## src/rtl/wave_table_loader.sv

```systemverilog
// Framed byte-stream loader for the 1024 x 14 waveform RAM: parses sync/address/count,
// writes one sample per WRITE cycle, then verifies an 8-bit additive checksum.
module wave_table_loader #(
    parameter int ADDR_W      = 10,
    parameter int DATA_W      = 14,
    parameter int TIMEOUT_CYC = 50000
) (
    input  logic              clk,
    input  logic              rst_n,
    input  logic [7:0]        in_data,
    input  logic              in_valid,
    output logic              in_ready,
    output logic              wr_en,
    output logic [ADDR_W-1:0] wr_addr,
    output logic [DATA_W-1:0] wr_data,
    output logic              busy,
    output logic              done,
    output logic              err
);

    localparam int          TMO_W = $clog2(TIMEOUT_CYC + 1);
    localparam int          CNT_W = ADDR_W + 1;
    localparam logic [7:0]  SYNC  = 8'hA5;
    localparam logic [15:0] MAX_N = 16'(1 << ADDR_W);

    typedef enum logic [3:0] {
        S_IDLE, S_ADDR_H, S_ADDR_L, S_CNT_H, S_CNT_L,
        S_SAMP_H, S_SAMP_L, S_WRITE, S_CSUM
    } state_t;

    state_t             state_q, state_d;
    logic               running_q;
    logic [TMO_W-1:0]   tmo_q;
    logic [7:0]         addr_hi_q, cnt_hi_q, samp_hi_q, csum_q;
    logic [ADDR_W-1:0]  cur_addr_q;
    logic [CNT_W-1:0]   remain_q;

    logic               accept, sync_seen, tmo_hit, fin, fin_err;
    logic [15:0]        n_full;

    // in_ready comes from registers only; running_q keeps it low until the first edge after reset
    assign in_ready  = running_q && (state_q != S_WRITE);
    assign busy      = (state_q != S_IDLE);
    assign accept    = in_valid && in_ready;
    assign sync_seen = (state_q == S_IDLE) && accept && (in_data == SYNC);
    assign n_full    = {cnt_hi_q, in_data};
    assign tmo_hit   = (state_q != S_IDLE) && (state_q != S_WRITE) && !accept &&
                       (tmo_q == TMO_W'(TIMEOUT_CYC - 1));

    always_ff @(posedge clk or negedge rst_n) begin
        if (!rst_n) begin
            state_q <= S_IDLE;
        end else begin
            state_q <= state_d;
        end
    end

    always_comb begin
        state_d = state_q;
        fin     = 1'b0;
        fin_err = 1'b0;
        case (state_q)
            S_IDLE:   if (sync_seen) state_d = S_ADDR_H;
            S_ADDR_H: if (accept) state_d = S_ADDR_L;
            S_ADDR_L: if (accept) state_d = S_CNT_H;
            S_CNT_H:  if (accept) state_d = S_CNT_L;
            S_CNT_L: begin
                if (accept) begin
                    if (n_full > MAX_N) begin
                        state_d = S_IDLE;
                        fin     = 1'b1;
                        fin_err = 1'b1;
                    end else begin
                        state_d = S_SAMP_H;
                    end
                end
            end
            S_SAMP_H: if (accept) state_d = S_SAMP_L;
            S_SAMP_L: if (accept) state_d = S_WRITE;
            S_WRITE:  state_d = (remain_q == CNT_W'(1)) ? S_CSUM : S_SAMP_H;
            S_CSUM: begin
                if (accept) begin
                    state_d = S_IDLE;
                    fin     = 1'b1;
                    fin_err = (in_data != csum_q);
                end
            end
            default:  state_d = S_IDLE;
        endcase
        if (tmo_hit) begin
            state_d = S_IDLE;
            fin     = 1'b1;
            fin_err = 1'b1;
        end
    end

    // Registered outputs; wr_addr/wr_data only move on the edge that raises wr_en
    always_ff @(posedge clk or negedge rst_n) begin
        if (!rst_n) begin
            running_q <= 1'b0;
            tmo_q     <= '0;
            done      <= 1'b0;
            err       <= 1'b0;
            wr_en     <= 1'b0;
            wr_addr   <= '0;
            wr_data   <= '0;
        end else begin
            running_q <= 1'b1;
            done      <= fin;
            wr_en     <= (state_q == S_SAMP_L) && accept;
            if (fin_err) begin
                err <= 1'b1;
            end else if (sync_seen) begin
                err <= 1'b0;
            end
            if (accept || state_q == S_IDLE || state_q == S_WRITE) begin
                tmo_q <= '0;
            end else begin
                tmo_q <= tmo_q + TMO_W'(1);
            end
            if ((state_q == S_SAMP_L) && accept) begin
                wr_addr <= cur_addr_q;
                wr_data <= DATA_W'({samp_hi_q, in_data});
            end
        end
    end

    // Frame datapath: loaded before use within a frame, so no reset needed
    always_ff @(posedge clk) begin
        if (sync_seen) begin
            csum_q <= 8'h00;
        end else if (accept && (state_q inside {S_ADDR_H, S_ADDR_L, S_CNT_H, S_CNT_L,
                                                S_SAMP_H, S_SAMP_L})) begin
            csum_q <= csum_q + in_data;
        end
        if (accept) begin
            case (state_q)
                S_ADDR_H: addr_hi_q  <= in_data;
                S_ADDR_L: cur_addr_q <= ADDR_W'({addr_hi_q, in_data});
                S_CNT_H:  cnt_hi_q   <= in_data;
                S_CNT_L:  remain_q   <= (n_full == 16'd0) ? CNT_W'(MAX_N) : n_full[CNT_W-1:0];
                S_SAMP_H: samp_hi_q  <= in_data;
                default:  ;
            endcase
        end
        if (state_q == S_WRITE) begin
            cur_addr_q <= cur_addr_q + ADDR_W'(1);
            remain_q   <= remain_q - CNT_W'(1);
        end
    end

endmodule

```

## config.mk

```make
export PLATFORM = sky130hd
export DESIGN_NAME = wave_table_loader
export DESIGN_NICKNAME = d
export VERILOG_FILES = /design/src/rtl/wave_table_loader.sv
export SDC_FILE = /design/constraint.sdc
export NUM_CORES = 1
export LEC_CHECK = 0
export BUFFER_PORTS_ARGS = -buffer_cell sky130_fd_sc_hd__buf_4
export CAP_MARGIN = 25
export CORE_MARGIN = 2
export CORE_UTILIZATION = 25
export DETAILED_ROUTE_END_ITERATION = 7
export PLACE_DENSITY = 0.44
export SLEW_MARGIN = 10
export SYNTH_ARGS = -nofsm -noshare
export SYNTH_HDL_FRONTEND = slang
export SYNTH_SLANG_ARGS = --single-unit
```

## constraint.sdc

```tcl
create_clock -name clk -period 2.5 [get_ports clk]
set_clock_uncertainty 0.05 [all_clocks]
set_input_delay 0.125 -clock clk [delete_from_list [all_inputs] [get_ports clk]]
set_output_delay 0.125 -clock clk [all_outputs]
set_load 0.01 [all_outputs]
```

==> impl_metrics.json, run 1 <==
{
  "die_y_um": 137,
  "yosys_most_used_dff": "dfrtp_1",
  "drt.antenna.violating_nets": 0,
  "yosys.cell_types.count": 46,
  "synthCells": 403,
  "worstPathArrival_ns": 2.30,
  "slew_violations": 0,
  "vias_per_cell": 4.47,
  "grt_max_degree": 49,
  "leakagePower_nw": 2.15,
  "fill_cells": 1810,
  "num_vias": 3049,
  "cts_max_path_buffers": 2,
  "worst-path-stages": 6,
  "grt-ovfl-total": 0,
  "dr.first_iter.drc_count": 169,
  "drcViolationCount": 0,
  "min_from": "in_data[6]",
  "vdd_drop_max_v": 0.000430,
  "yosys.area.top_type_share_pct": 27.1,
  "worstPathMaxFanout": 11,
  "status": "completed",
  "drt_pre_antenna_iters": 5,
  "rows": 48,
  "yosys_warnings": 0,
  "syn-num-nets": 426,
  "place.gp.congestion": 0.829,
  "grt_pass1_vias": 3020,
  "place_hpwl_um": 7190,
  "hold_depth": 1,
  "critPathSlowestCell": "or4_1",
  "die_area_um2": 18800,
  "fin_crit_ns": 2.14,
  "synthArstFlopShare_pct": 51.6,
  "grt_pass1_wl_um": 16000,
  "insertion_delay_ns": 0.34,
  "holdCritPathClass": "primary input to flip-flop",
  "max_freq_mhz": 466,
  "io_buffers": 39,
  "fin_crit_sh_pct": 85.8,
  "syn_area_um2": 4430,
  "clock_sinks": 93,
  "yosysMostFrequentCell": "nor2_1",
  "hold_viol_final": 0,
  "cts_tree": "done",
  "tns_ns": 0,
  "critical_path.max_stage_delay_ns": 0.67,
  "path_buf_inv": 0,
  "yosys.area.top_type": "dfrtp_1",
  "hold_slack_ns": 0.0199,
  "area_growth_pct": 20.8,
  "maxCapViolations": 0,
  "synthTopCellsByCount": "nor2_1, dfrtp_1, edfxtp_1",
  "grt_usage_pct": 11.2,
  "endpoint_kind": "flip-flop",
  "relSlewSlack_pct": 57.4,
  "worstPathRequired_ns": 2.65,
  "synth_edf_count": 37,
  "path_clk_slew_ns": 0.06,
  "crit_family": "simple AND/OR/NAND/NOR gates",
  "die_w_um": 137,
  "drt_wl_total_um": 9950,
  "rr_startpoint": "state_q[1]",
  "max_slew.worst_pin.slew_ns": 0.639,
  "cp-start-kind": "flip-flop",
  "rsz0062_at_grt": "no",
  "htree_levels": 3,
  "wl_per_cell_um": 14.6,
  "cts_made_buffers": 9,
  "setup_viol": 0,
  "synth.avg_cell_area_um2": 11.0,
  "critical_path_class": "flip-flop to flip-flop",
  "antenna_found_initial": 0,
  "crit_chain": "or2_2 -> or3_1 -> nand3_4 -> or4_1 -> nand3_1 -> o31ai_1",
  "drive_gt1_share_pct": 20.6,
  "antennaDiodeCount": 0,
  "clock-root-buffer": "clkbuf_16",
  "cts-resized-gates": 0,
  "synth_area_leaders": "dfrtp_1, edfxtp_1, mux2_2",
  "startpoint": "state_q[1]",
  "core_um2": 17300,
  "yosysSeqAreaShare_pct": 55.8,
  "synth-seq-cells": 93,
  "rr_worst_depth": 6,
  "ios": 40,
  "p_per_area_nw_per_um2": 1050,
  "initial_utilization_pct": 25.6,
  "fin_nets": 475
}
## metal layers
| layer | GRT usage, % | up-vias | share of wire, % |
|---|---|---|---|
| li1 | - | 1544 | - |
| met1 | 15.5 | 1448 | 50 |
| met5 | 0 | - | 0 |
| met2 | 17.2 | 53 | 45 |
| met4 | 2.06 | 0 | 0.41 |
| met3 | 3.56 | 4 | 4.2 |
## state kept, by name (all words and copies together), names as in the netlist, 4 cells and up
name and count:
cnt_hi_q 8, wr_addr 10, wr_data 14, samp_hi_q 6, cur_addr_q 10, tmo_q 16, remain_q 11, state_q 4
csum_q 8
## power by group
group / internal, mW / switching (mW)
combinational: 0.909 / 1.00
sequential: 2.06 / 0.284
clock: 0.784 / 0.590
## worst reg2reg max path: cells and delay by family, from the launching register on
family	cells	cell delay [ns]
simple gates	5	1.38
compound gates	1	0.07
flops	1	0.52
## what timing repair did
item	in CTS	in global routing
hold buffers	1	0
endpoints found under the hold margin	48	0
buffers inserted	0	0
## final cells by class
type	instances	area (um2)	area share [%]
Tap cell	225	282	5.26
Inverter	7	26.3	0.491
Sequential cell	93	2470	46.2
Clock inverter	6	73.8	1.38
Clock buffer	10	229	4.28
Multi-Input combinational cell	290	1890	35.2
Timing Repair Buffer	51	385	7.20
## logic make-up (layout without fill, tap and decap cells)
group / count (synthesis) / count (layout) / share of synthesized area (%)
buf+inv: 20 / 74 / 1.92
mux: 31 / 31 / 7.68
simple gates: 155 / 155 / 16.9
compound gates: 59 / 59 / 7.76
flops: 93 / 93 / 55.8
other cells: 1 / 1 / 0.0846
xor+xnor: 32 / 32 / 6.32
fa+ha+maj: 12 / 12 / 3.56
## worst paths after layout
kind | slack (ns) | endpoint
max in group asynchronous | 1.66 | tmo_q[5]
hold reg to reg | 0.42 | wr_data[11]
setup / recovery | 0.36 | state_q[0]
min in group asynchronous | 0.29 | wr_addr[6]
hold / removal | 0.02 | cnt_hi_q[6]
setup reg to reg | 0.36 | state_q[0]
## through the flow
stage	cells	power [mW]	worst slack, ns	utilization [%]	instance area [um2]
4_1_cts	682	5.72	0.354	31.0	5360
6_report	682	5.63	0.355	31.0	5360
3_5_place_dp	665	4.32	0.375	29.2	5040
5_1_grt	682	6.05	0.199	31.0	5360
2_1_floorplan	403	3.57	0.411	-	4430
3_3_place_gp	665	4.28	0.417	29.2	5040
## layout by cell type, fill, tap and decap left out, types with 9 or more instances in the layout
cell | netlist | routed
a21oi_1 | 20 | 20
buf_4 | 1 | 50
clkbuf_16 | 0 | 9
dfrtp_1 | 48 | 48
edfxtp_1 | 37 | 37
ha_1 | 11 | 11
mux2_2 | 24 | 24
nand2_1 | 34 | 34
nand3_1 | 17 | 17
nor2_1 | 53 | 53
nor3_1 | 10 | 10
o21ai_0 | 18 | 18
xnor2_1 | 16 | 16
xor2_1 | 16 | 16
No activity file was read; power rests on OpenSTA's default activity.
==> inputs of run 2 (changes only) <==
- ABC_AREA: default -> 1
- CORE_UTILIZATION: 25 -> 55
- PLACE_DENSITY: 0.44 -> 0.78
==> impl_metrics.json, run 2 <==
{
  "status": "completed",
  "die_w_um": 96.7,
  "worstPathMaxFanout": 35,
  "setup_viol": 0,
  "grt_busiest_layer": "met2",
  "antennaDiodeCount": 0,
  "grt_util_met1_pct": 32.2,
  "crit_chain": "nand2_2 -> inv_2 -> nand2_4 -> nand3_4 -> nor2_4 -> inv_2 -> nand2_1 -> o21ai_0",
  "grt_use_met2_pct": 35.8,
  "grt_max_degree": 49,
  "syn_area_um2": 4720,
  "postCtsSetupRepairBufs": 0,
  "cts_made_buffers": 9,
  "yosys.area.top_type": "dfrtp_1",
  "synth.avg_cell_area_um2": 8.51,
  "yosys_most_used_dff": "dfrtp_1",
  "slew_violations": 0,
  "die_y_um": 96.7,
  "critPathSlowestCell": "dfrtp_1",
  "cp-start-kind": "flip-flop",
  "critical_path_class": "flip-flop to flip-flop",
  "rr_startpoint": "state_q[1]",
  "met3_usage_pct": 3.40,
  "yosys.area.top_type_share_pct": 25.4,
  "top_register": "tmo_q",
  "grt_pass1_wl_um": 17200,
  "cts_tree": "done",
  "vias_per_cell": 5.33,
  "yosys.cell_types.count": 43,
  "cp_common_cell": "inv_2",
  "p_per_area_nw_per_um2": 900,
  "postLayoutCoreUtil_pct": 65.2,
  "synth_edf_count": 37,
  "fin_ws_ns": 0.464,
  "maxCapViolations": 0,
  "holdCritPathClass": "primary input to flip-flop",
  "place.gp.congestion": 0.996,
  "vdd_drop_max_v": 0.000587,
  "grt_usage_pct": 22.6,
  "final_common_cell": "nand2_1",
  "grt_pass1_vias": 3634,
  "synthCells": 555,
  "htree_levels": 3,
  "grt-ovfl-total": 0,
  "synth_area_leaders": "dfrtp_1, edfxtp_1, nand2_1",
  "startpoint": "state_q[1]",
  "core_um2": 8260,
  "yosysMostFrequentCell": "nand2_1",
  "rr_worst_depth": 8,
  "relSlewSlack_pct": 60.9,
  "rows": 33,
  "cts-resized-gates": 0,
  "synthTopCellsByCount": "nand2_1, nor2_1, inv_1",
  "largest_reg_flops": 16,
  "clock-root-buffer": "clkbuf_8",
  "drcViolationCount": 0,
  "timing.rr.end": "wr_addr[6]",
  "cts_max_path_buffers": 2,
  "die_area_um2": 9350,
  "num_vias": 3830,
  "dr.first_iter.drc_count": 297,
  "layout_common_cells": "nand2_1, nor2_1, inv_1",
  "antenna_found_initial": 0,
  "drive_gt1_share_pct": 13.5,
  "hold_viol_final": 0,
  "path_clk_slew_ns": 0.10,
  "fin_nets": 631,
  "max_freq_mhz": 491,
  "fill_cells": 679,
  "tns_ns": 0,
  "yosys_warnings": 0,
  "insertion_delay_ns": 0.36,
  "clock_sinks": 93,
  "area_growth_pct": 14.0,
  "rsz0062_at_grt": "no",
  "fin_crit_ns": 2.04,
  "endpoint_kind": "flip-flop",
  "place_ws_ns": 0.491,
  "syn-num-nets": 578,
  "top_regs": "tmo_q (16), wr_data (14), remain_q (11)",
  "wl_per_cell_um": 14.0,
  "max_slew.worst_pin.slew_ns": 0.586,
  "synth-seq-cells": 93,
  "r2r_slack_ns": 0.46,
  "ios": 40,
  "fin_crit_sh_pct": 81.5,
  "place_hpwl_um": 7300,
  "drt.antenna.violating_nets": 0,
  "synthArstFlopShare_pct": 51.6,
  "drt_pre_antenna_iters": 5,
  "cp-endpoint": "wr_addr[6]",
  "leakagePower_nw": 2.54,
  "io_buffers": 39,
  "worstPathArrival_ns": 2.22,
  "drt_wl_total_um": 10000,
  "initial_utilization_pct": 57.2,
  "hold_slack_ns": 0.149,
  "worstPathRequired_ns": 2.68,
  "critical_path.max_stage_delay_ns": 0.47,
  "yosysSeqAreaShare_pct": 52.3
}
run 2: changes by cell type after synthesis, sizes merged, moves of 5 or more:
cell    change
nor4        -7
nand2b      -6
nor2       +16
clkbuf      -5
xnor2      -11
mux2       -24
nand3      +17
xor2        -6
o21ai      +21
nand2     +124
inv        +57
mux2i       -7
run 2: layout make-up:
type                       instances  area [um2]  share of cell area [%]
sequential                        93        2470                    45.9
multi-input combinational        389        1950                    36.2
timing repair buffer              51         405                    7.53
inverter                          64         245                    4.55
tap                              105         131                    2.44
clock buffer                       9         124                    2.30
clock inverter                     7        56.3                    1.05
run 2: worst min-delay path by stage:
stage | from | endpoint | cells past startpoint | slack, ns
2_1_floorplan | rst_n | done | 0 | -0.22
3_3_place_gp | rst_n | tmo_q[1] | 1 | 0.12
3_5_place_dp | rst_n | tmo_q[1] | 1 | 0.12
4_1_cts | in_valid | wr_en | 3 | 0.14
5_1_grt | in_valid | wr_en | 3 | 0.15
6_report | in_valid | wr_en | 3 | 0.15
run 2: critical path: cells and delay by family (launching register included):
family / cells / cell delay (ns)
AO/OA/AOI/OAI: 1 / 0.08
buffers and inverters: 2 / 0.34
AND/OR/NAND/NOR: 5 / 0.95
flip-flops: 1 / 0.47
run 2: metrics by stage:
step	instance area [um2]	instances	total power [mW]
after floorplan	4720	555	3.34
after global placement	5110	693	3.85
after detailed placement	5110	693	3.91
after CTS	5380	718	4.87
after global routing	5380	718	5.19
final	5380	718	4.85
run 2: kinds of logic (layout without fill, tap and decap cells):
| family | Yosys count | in the layout | synth area share (%) |
|---|---|---|---|
| buffers and inverters | 73 | 131 | 6.41 |
| adder cells (fa/ha/maj) | 12 | 12 | 3.34 |
| AO/OA/AOI/OAI | 74 | 74 | 8.63 |
| AND/OR/NAND/NOR | 287 | 287 | 26.4 |
| XOR/XNOR | 15 | 15 | 2.78 |
| flip-flops | 93 | 93 | 52.3 |
| other | 1 | 1 | 0.0794 |
run 2: per-layer routing:
layer  up-vias  wire (um)
li1       1920          -
met3        12        684
met2       128       4630
met5         -          0
met4         0        142
met1      1770       4570
run 2: power breakdown:
group	internal, mW	switching [mW]	total [mW]
registers	1.95	0.229	2.18
clock network	0.380	0.569	0.949
logic	0.710	1.01	1.72
run 2: repair_timing:
item	in CTS	in global routing
setup endpoints to repair	0	0
hold endpoints to repair	64	0
hold buffers	9	0
